File: config.mk
export PLATFORM = sky130hd
export DESIGN_NAME = mem_port_arbiter_flat
export DESIGN_NICKNAME = d
export VERILOG_FILES = /design/src/rtl/arm_mem_pkg.sv /design/src/rtl/mem_port_arbiter_if.sv /design/src/rtl/mem_arb_prio.sv /design/src/rtl/mem_port_arbiter.sv /design/src/flat_wrapper.sv
export SDC_FILE = /design/constraint.sdc
export NUM_CORES = 1
export LEC_CHECK = 0
export BUFFER_PORTS_ARGS = -buffer_cell sky130_fd_sc_hd__buf_2
export CAP_MARGIN = 20
export CELL_PAD_IN_SITES_DETAIL_PLACEMENT = 1
export CELL_PAD_IN_SITES_GLOBAL_PLACEMENT = 2
export CORE_ASPECT_RATIO = 0.7
export CORE_MARGIN = 10
export CORE_UTILIZATION = 26
export DETAILED_ROUTE_END_ITERATION = 10
export PLACE_DENSITY_LB_ADDON = 0.3
export SLEW_MARGIN = 20
export SYNTH_ARGS = -nofsm -noshare
export SYNTH_HDL_FRONTEND = slang
export SYNTH_SLANG_ARGS = --single-unit
export TNS_END_PERCENT = 100
File: constraint.sdc
create_clock -name clk -period 1.7 [get_ports clk]
set_input_delay 0.17 -clock clk [delete_from_list [all_inputs] [get_ports clk]]
set_output_delay 0.17 -clock clk [all_outputs]
set_load 0.01 [all_outputs]
File: src/rtl/arm_mem_pkg.sv
// Shared types and default parameters for the unified-memory port arbiter.
// Latency: n/a (definitions only).
// Backpressure: n/a.
package arm_mem_pkg;

  localparam int DEF_AW         = 32;
  localparam int DEF_DW         = 32;
  localparam int DEF_MEM_LAT    = 1;
  localparam int DEF_STARVE_MAX = 4;

  typedef enum logic [1:0] {
    IDLE  = 2'd0,
    ISSUE = 2'd1,
    WAIT  = 2'd2,
    RESP  = 2'd3
  } arb_state_e;

  typedef enum logic {
    OWN_I = 1'b0,
    OWN_D = 1'b1
  } owner_e;

endpackage

File: src/rtl/mem_port_arbiter_if.sv
// Bundles the fetch port, data port and memory port seen by the arbiter.
// Latency: n/a (wiring only).
// Backpressure: requesters hold req until their one-cycle ack.
interface mem_port_arbiter_if #(
  parameter int AW = arm_mem_pkg::DEF_AW,
  parameter int DW = arm_mem_pkg::DEF_DW
);
  logic          i_req;
  logic [AW-1:0] i_addr;
  logic [DW-1:0] i_rdata;
  logic          i_ack;

  logic          d_req;
  logic          d_we;
  logic [AW-1:0] d_addr;
  logic [DW-1:0] d_wdata;
  logic [DW-1:0] d_rdata;
  logic          d_ack;

  logic          mem_en;
  logic          mem_we;
  logic [AW-1:0] mem_addr;
  logic [DW-1:0] mem_wdata;
  logic [DW-1:0] mem_rdata;

  logic          busy;

  // Arbiter side.
  modport slave (
    input  i_req, i_addr, d_req, d_we, d_addr, d_wdata, mem_rdata,
    output i_rdata, i_ack, d_rdata, d_ack, mem_en, mem_we, mem_addr, mem_wdata, busy
  );

  // Core + memory side.
  modport master (
    output i_req, i_addr, d_req, d_we, d_addr, d_wdata, mem_rdata,
    input  i_rdata, i_ack, d_rdata, d_ack, mem_en, mem_we, mem_addr, mem_wdata, busy
  );
endinterface

File: src/rtl/mem_arb_prio.sv
// Winner selection between fetch and data with a bounded fetch-starvation counter.
// Latency: winner is combinational; starve count updates on the grant edge.
// Backpressure: none; only sampled while the arbiter is idle.
module mem_arb_prio #(
  parameter int STARVE_MAX = arm_mem_pkg::DEF_STARVE_MAX
) (
  input  logic clk,
  input  logic reset,
  input  logic idle_i,
  input  logic i_req_i,
  input  logic d_req_i,
  output logic fetch_win_o
);
  localparam int SCW = $clog2(STARVE_MAX + 1);

  logic [SCW-1:0] starve_cnt_q, starve_cnt_d;

  // Data wins by default; fetch wins when alone or once data has starved it long enough.
  always_comb begin
    fetch_win_o = !d_req_i || (i_req_i && (starve_cnt_q >= SCW'(STARVE_MAX)));
  end

  // Count data grants taken while fetch waits; any fetch grant or idle without fetch clears it.
  always_comb begin
    starve_cnt_d = starve_cnt_q;
    if (idle_i) begin
      if (!i_req_i || fetch_win_o) begin
        starve_cnt_d = '0;
      end else if (starve_cnt_q != SCW'(STARVE_MAX)) begin
        starve_cnt_d = starve_cnt_q + SCW'(1);
      end
    end
  end

  // Starve counter register.
  always_ff @(posedge clk or negedge reset) begin
    if (!reset) begin
      starve_cnt_q <= '0;
    end else begin
      starve_cnt_q <= starve_cnt_d;
    end
  end

endmodule

File: src/rtl/mem_port_arbiter.sv
// Shares one single-port synchronous memory between the fetch and data ports.
// Latency: request seen in IDLE -> ack 2+MEM_LAT cycles later; one access per 3+MEM_LAT cycles.
// Backpressure: requesters hold req until ack; the losing port waits for the next IDLE.
module mem_port_arbiter
  import arm_mem_pkg::*;
#(
  parameter int AW         = DEF_AW,
  parameter int DW         = DEF_DW,
  parameter int MEM_LAT    = DEF_MEM_LAT,
  parameter int STARVE_MAX = DEF_STARVE_MAX
) (
  input  logic              clk,
  input  logic              reset,
  mem_port_arbiter_if.slave bus
);
  localparam int WCW = (MEM_LAT > 1) ? $clog2(MEM_LAT) : 1;

  arb_state_e     state_q, state_d;
  owner_e         owner_q;
  logic           we_q;
  logic [AW-1:0]  addr_q;
  logic [DW-1:0]  wdata_q;
  logic           mem_en_q;
  logic           mem_we_q;
  logic [WCW-1:0] wait_cnt_q, wait_cnt_d;
  logic [DW-1:0]  i_rdata_q;
  logic [DW-1:0]  d_rdata_q;

  logic idle;
  logic grant;
  logic fetch_win;
  logic capture;

  assign idle    = (state_q == IDLE);
  assign grant   = idle && (bus.i_req || bus.d_req);
  assign capture = (state_q == WAIT) && (wait_cnt_q == '0) && !we_q;

  mem_arb_prio #(
    .STARVE_MAX(STARVE_MAX)
  ) u_prio (
    .clk        (clk),
    .reset      (reset),
    .idle_i     (idle),
    .i_req_i    (bus.i_req),
    .d_req_i    (bus.d_req),
    .fetch_win_o(fetch_win)
  );

  // State register.
  always_ff @(posedge clk or negedge reset) begin
    if (!reset) begin
      state_q <= IDLE;
    end else begin
      state_q <= state_d;
    end
  end

  // Next state: single-cycle issue, wait out the memory latency, one response cycle.
  always_comb begin
    state_d = state_q;
    unique case (state_q)
      IDLE:    if (bus.i_req || bus.d_req) state_d = ISSUE;
      ISSUE:   state_d = WAIT;
      WAIT:    if (wait_cnt_q == '0) state_d = RESP;
      RESP:    state_d = IDLE;
      default: state_d = IDLE;
    endcase
  end

  // Outputs: acks decode registered state only; memory strobes come from flops.
  always_comb begin
    bus.i_ack     = (state_q == RESP) && (owner_q == OWN_I);
    bus.d_ack     = (state_q == RESP) && (owner_q == OWN_D);
    bus.busy      = (state_q != IDLE);
    bus.mem_en    = mem_en_q;
    bus.mem_we    = mem_we_q;
    bus.mem_addr  = addr_q;
    bus.mem_wdata = wdata_q;
    bus.i_rdata   = i_rdata_q;
    bus.d_rdata   = d_rdata_q;
  end

  // Latency counter: loaded during ISSUE, counts down through WAIT.
  always_comb begin
    wait_cnt_d = wait_cnt_q;
    if (state_q == ISSUE) begin
      wait_cnt_d = WCW'(MEM_LAT - 1);
    end else if ((state_q == WAIT) && (wait_cnt_q != '0)) begin
      wait_cnt_d = wait_cnt_q - WCW'(1);
    end
  end

  // Latency counter register.
  always_ff @(posedge clk or negedge reset) begin
    if (!reset) begin
      wait_cnt_q <= '0;
    end else begin
      wait_cnt_q <= wait_cnt_d;
    end
  end

  // Latch the winning request at grant; the strobes are high only for the ISSUE cycle.
  always_ff @(posedge clk or negedge reset) begin
    if (!reset) begin
      owner_q  <= OWN_I;
      we_q     <= 1'b0;
      addr_q   <= '0;
      wdata_q  <= '0;
      mem_en_q <= 1'b0;
      mem_we_q <= 1'b0;
    end else begin
      mem_en_q <= grant;
      mem_we_q <= grant && !fetch_win && bus.d_we;
      if (grant) begin
        owner_q <= fetch_win ? OWN_I : OWN_D;
        we_q    <= !fetch_win && bus.d_we;
        addr_q  <= fetch_win ? bus.i_addr : bus.d_addr;
        if (!fetch_win) begin
          wdata_q <= bus.d_wdata;
        end
      end
    end
  end

  // Capture read data on the last WAIT cycle into the owner's register; writes leave both alone.
  always_ff @(posedge clk or negedge reset) begin
    if (!reset) begin
      i_rdata_q <= '0;
      d_rdata_q <= '0;
    end else if (capture) begin
      if (owner_q == OWN_I) begin
        i_rdata_q <= bus.mem_rdata;
      end else begin
        d_rdata_q <= bus.mem_rdata;
      end
    end
  end

endmodule
File: src/flat_wrapper.sv
// flat-port wrapper written by rule: the top's interface ports become plain ports
module mem_port_arbiter_flat import arm_mem_pkg::*;
#(
  parameter int AW         = DEF_AW,
  parameter int DW         = DEF_DW,
  parameter int MEM_LAT    = DEF_MEM_LAT,
  parameter int STARVE_MAX = DEF_STARVE_MAX
)
  (clk, reset, bus_i_req, bus_i_addr, bus_d_req, bus_d_we, bus_d_addr, bus_d_wdata, bus_mem_rdata, bus_i_rdata, bus_i_ack, bus_d_rdata, bus_d_ack, bus_mem_en, bus_mem_we, bus_mem_addr, bus_mem_wdata, bus_busy);
  mem_port_arbiter_if #(.AW(AW), .DW(DW)) bus_i ();
  input  logic clk;
  input  logic reset;
  input wire logic [$bits(bus_i.i_req)-1:0] bus_i_req;
  input wire logic [$bits(bus_i.i_addr)-1:0] bus_i_addr;
  input wire logic [$bits(bus_i.d_req)-1:0] bus_d_req;
  input wire logic [$bits(bus_i.d_we)-1:0] bus_d_we;
  input wire logic [$bits(bus_i.d_addr)-1:0] bus_d_addr;
  input wire logic [$bits(bus_i.d_wdata)-1:0] bus_d_wdata;
  input wire logic [$bits(bus_i.mem_rdata)-1:0] bus_mem_rdata;
  output wire logic [$bits(bus_i.i_rdata)-1:0] bus_i_rdata;
  output wire logic [$bits(bus_i.i_ack)-1:0] bus_i_ack;
  output wire logic [$bits(bus_i.d_rdata)-1:0] bus_d_rdata;
  output wire logic [$bits(bus_i.d_ack)-1:0] bus_d_ack;
  output wire logic [$bits(bus_i.mem_en)-1:0] bus_mem_en;
  output wire logic [$bits(bus_i.mem_we)-1:0] bus_mem_we;
  output wire logic [$bits(bus_i.mem_addr)-1:0] bus_mem_addr;
  output wire logic [$bits(bus_i.mem_wdata)-1:0] bus_mem_wdata;
  output wire logic [$bits(bus_i.busy)-1:0] bus_busy;
  assign bus_i.i_req = bus_i_req;
  assign bus_i.i_addr = bus_i_addr;
  assign bus_i.d_req = bus_d_req;
  assign bus_i.d_we = bus_d_we;
  assign bus_i.d_addr = bus_d_addr;
  assign bus_i.d_wdata = bus_d_wdata;
  assign bus_i.mem_rdata = bus_mem_rdata;
  assign bus_i_rdata = bus_i.i_rdata;
  assign bus_i_ack = bus_i.i_ack;
  assign bus_d_rdata = bus_i.d_rdata;
  assign bus_d_ack = bus_i.d_ack;
  assign bus_mem_en = bus_i.mem_en;
  assign bus_mem_we = bus_i.mem_we;
  assign bus_mem_addr = bus_i.mem_addr;
  assign bus_mem_wdata = bus_i.mem_wdata;
  assign bus_busy = bus_i.busy;
  mem_port_arbiter #(.AW(AW), .DW(DW), .MEM_LAT(MEM_LAT), .STARVE_MAX(STARVE_MAX)) u_core (.clk(clk), .reset(reset), .bus(bus_i));
endmodule
==> flow_metrics.tcl <==
set metrics [dict create \
    syn_area_um2 5534 \
    worst_pin_slew_ns 0.7194 \
    dpl.hpwl_um 15130 \
    combinationalPowerShare_pct 42.4 \
    grt_use_total_pct 14.70 \
    wire_per_inst_um 19.11 \
    syn_nets 560 \
    route.detailed.drc 0 \
    power.switching_w 0.006093 \
    r2r_cells 6 \
    endpoint_kind "register" \
    firstDrtPassIters 4 \
    worst-path-stages 6 \
    fmax_ghz 0.5847 \
    maxCapViolCount 0 \
    yosys-top-cells-area "dfrtp_1 62%, mux2_2 13%, mux2_1 6.3%, a21oi_1 5.8%, nand2_1 2.4%" \
    fin_crit_ns 1.710 \
    p_leak_nw 4.354 \
    path_cells "inv_2 -> ha_4 -> nor4b_4 -> buf_4 -> clkbuf_16 -> mux2_4" \
    grt_use_met3_pct 7.133 \
    cts_root_buf "clkbuf_16" \
    r2r_end "u_core.bus.i_rdata[6]" \
    stdcell_area_um2 9007 \
    startpoint "u_core.state_q[0]" \
    required_ns 2.00 \
    path_class "register to register" \
    gr-max-usage-layer "met2" \
    final-setup-viol-count 5 \
    slew_violations 0 \
    synth_top_family_by_area "multiplexers" \
    final_util_pct 43.28 \
    synth_compound_area_share_pct 7.280 \
    rsz0062_at_grt "yes" \
    postPlaceCellArea_um2 7297 \
    fin_crit_sh_pct 100.6 \
    startpoint_type "register" \
    clockBufferDepth 2 \
    tritoncts "yes" \
    slew_headroom_pct 52.04 \
    die_y_um 142.1 \
    p_clk_share_pct 21.8 \
    power.density_nw_per_um2 1841 \
    syn_to_final_growth_pct 62.76 \
    layout.cells.non_filler 1092 \
    grt_util_met1_pct 16.85 \
    synth_cells 421 \
    hold_violations 0 \
    grt_pass1_wl_um 32130 \
    setup_slack_ns -0.01035 \
    clk_pin_slew_ns 0.06 \
    drt_iter0_drc 184 \
    place_ws_ns -0.01813 \
    gr-usage-met2_pct 24.34 \
    synth_top_area_cell "dfrtp_1" \
    coreArea_um2 20810 \
    slowest_delay_ns 0.40 \
    n_fill_cell 2268 \
    swShare_pct 36.73 \
    cp.arrival_ns 2.01 \
    hp-class "primary input to register" \
    status "finished, violations left" \
    start_util_pct 26.59 \
    cp.buffers_inverters 3 \
    dr_total_vias 4816 \
    clkLatencyLatePin_ns 0.42 \
    htree_levels 4 \
    dieArea_um2 27610 \
    die_x_um 194.4 \
    crit_family "buffers and inverters" \
    muxShareOfSynthArea_pct 19.74 \
    synth-adder-area-share_pct 1.357 \
    ys_seq_area_share_pct 62.40 \
    core.rowCount 44 \
    port_buffers 265 \
    seqPwrFrac_pct 35.7 \
    finClkSkew_ns 0.008508 \
    viasPerCell 4.410 \
    synth_cell_types 30 \
    endpoint "u_core.bus.i_rdata[6]" \
    synth.top_cell.area_share_pct 62.40 \
    r2r_start "u_core.state_q[0]" \
    ys_ff_latch 138 \
    failed_checks "negative setup slack" \
    synth.avg_cell_area_um2 13.15 \
    nNetsFinal 939 \
    cts_buffers 17 \
    cts.sinks 138 \
    ios 266 \
    worstPathMaxFanout 5 \
    place.gp.congestion 0.7793 \
    synth_simple_gate_area_share_pct 6.195 \
    final_antenna_net_count 0 \
    grt-ovfl-total 0 \
    drive_above_1_share_pct 49.57 \
    p_int_w 0.01049 \
    critPathSlowestCell "dfrtp_1" \
    reg2reg_setup_slack_ns -0.01 \
    grt_pass1_vias 5554 \
    peakVddDrop_v 0.0005714 \
    synthXorXnorAreaFrac_pct 0 \
    grt_max_degree 37 \
    ys_warn_count 0 \
    routed_wirelength_um 20870 \
    grt_antenna_before_repair 4 \
    dpl.cell_count 957 \
]
worst reg2reg max path, cell delays in order, from the launching register on:
cell and delay [ns]:
dfrtp_1 0.40, inv_2 0.09, ha_4 0.14, nor4b_4 0.29
buf_4 0.21, clkbuf_16 0.16, mux2_4 0.30
cell usage after synthesis, drive strengths merged:
| library cell | number |
|---|---|
| buf | 17 |
| nor2b | 1 |
| and4b | 1 |
| inv | 6 |
| nor3b | 1 |
| and3 | 1 |
| a21o | 1 |
| and2 | 1 |
| o22a | 1 |
| o22ai | 2 |
| a21bo | 1 |
| o21ai | 1 |
| nor4b | 1 |
| dfrtp | 138 |
| clkbuf | 7 |
| ha | 6 |
| mux2 | 97 |
| a22o | 1 |
| nor2 | 33 |
| a21oi | 64 |
| a22oi | 1 |
| and4bb | 1 |
| a21boi | 1 |
| nand2 | 37 |
repair_timing:
action / 4_1_cts / 5_1_grt
hold endpoints to repair: 217 / 0
resized for setup: 2 / 29
setup buffers: 0 / 6
endpoints found under the setup margin: 17 / 65
gates cloned: 0 / 4
hold buffers: 90 / 0
layer usage:
layer	share of wire [%]	routed length [um]	up-vias
met1	42	8750	2406
met3	9.3	1938	12
li1	-	-	2214
met5	0.086	18	-
met4	0.63	132	2
met2	48	10030	182
worst min-delay path by stage:
stage                                 start                        to  slack [ns]  cells after the start
after floorplan                       reset     u_core.bus.d_rdata[0]       -0.13                      0
after global placement                reset  u_core.bus.mem_wdata[31]        0.09                      1
after detailed placement              reset  u_core.bus.mem_wdata[31]        0.09                      1
after CTS                 bus_mem_rdata[11]    u_core.bus.d_rdata[11]       0.002                      2
after global routing      bus_mem_rdata[14]    u_core.bus.d_rdata[14]       0.007                      2
final                        bus_i_addr[12]   u_core.bus.mem_addr[12]        0.02                      3
final cells by class:
| cell class | count | area, um2 | area share [%] |
|---|---|---|---|
| clock buffer | 17 | 425.4 | 4.723 |
| tap | 276 | 345.3 | 3.834 |
| multi-input combinational | 253 | 1994 | 22.14 |
| inverter | 6 | 22.52 | 0.2500 |
| antenna | 3 | 7.507 | 0.08334 |
| sequential | 138 | 3453 | 38.34 |
| timing repair buffer | 384 | 2605 | 28.92 |
| clock inverter | 15 | 153.9 | 1.709 |
flip-flops by register name (all words and copies together) (netlist names), 2 cells and up:
signal and cells:
u_core.bus.d_rdata 32, u_core.bus.mem_addr 32, u_core.bus.i_rdata 32, u_core.state_q 2, u_core.u_prio.starve_cnt_q 3, u_core.bus.mem_wdata 32
layout by cell type (no fill, tap or decap), types with 2 or more instances in the layout:
cell / synthesis / routed
clkinv_8: 0 / 2
diode_2: 0 / 3
inv_1: 6 / 4
buf_12: 0 / 8
mux2_1: 31 / 30
inv_8: 0 / 5
mux2_2: 66 / 52
a21oi_1: 64 / 64
dlygate4sd3_1: 0 / 90
ha_4: 0 / 2
inv_6: 0 / 5
nor2_1: 33 / 33
nand2_1: 36 / 36
mux2_4: 0 / 15
clkbuf_16: 0 / 19
ha_1: 6 / 4
buf_6: 3 / 4
inv_2: 0 / 2
dfrtp_1: 138 / 138
buf_4: 6 / 15
o22ai_1: 2 / 2
buf_2: 7 / 264
through the flow:
| step | hold WS, ns | setup TNS [ns] | total power, W |
|---|---|---|---|
| floorplan | -0.1256 | 0 | 0.009234 |
| global placement | 0.09068 | 0 | 0.01212 |
| detailed placement | 0.09483 | -0.1091 | 0.01242 |
| CTS | 0.002149 | -0.05128 | 0.01632 |
| global route | 0.006616 | -1.395 | 0.01774 |
| finish | 0.02216 | -0.02335 | 0.01659 |
power groups by stage:
stage	Clock, W	Combinational [W]	Sequential (W)
floorplan	0	0.00268	0.00656
global placement	0	0.00624	0.00589
detailed placement	0	0.00646	0.00596
CTS	0.00375	0.00665	0.00592
global route	0.00391	0.00770	0.00614
finish	0.00362	0.00704	0.00593
cell families after synthesis:
kind of cell,after synthesis
buf+inv,30
compound gates,73
simple gates,77
flops,138
mux,97
fa+ha+maj,6
Power figures use the tool's default switching activity.
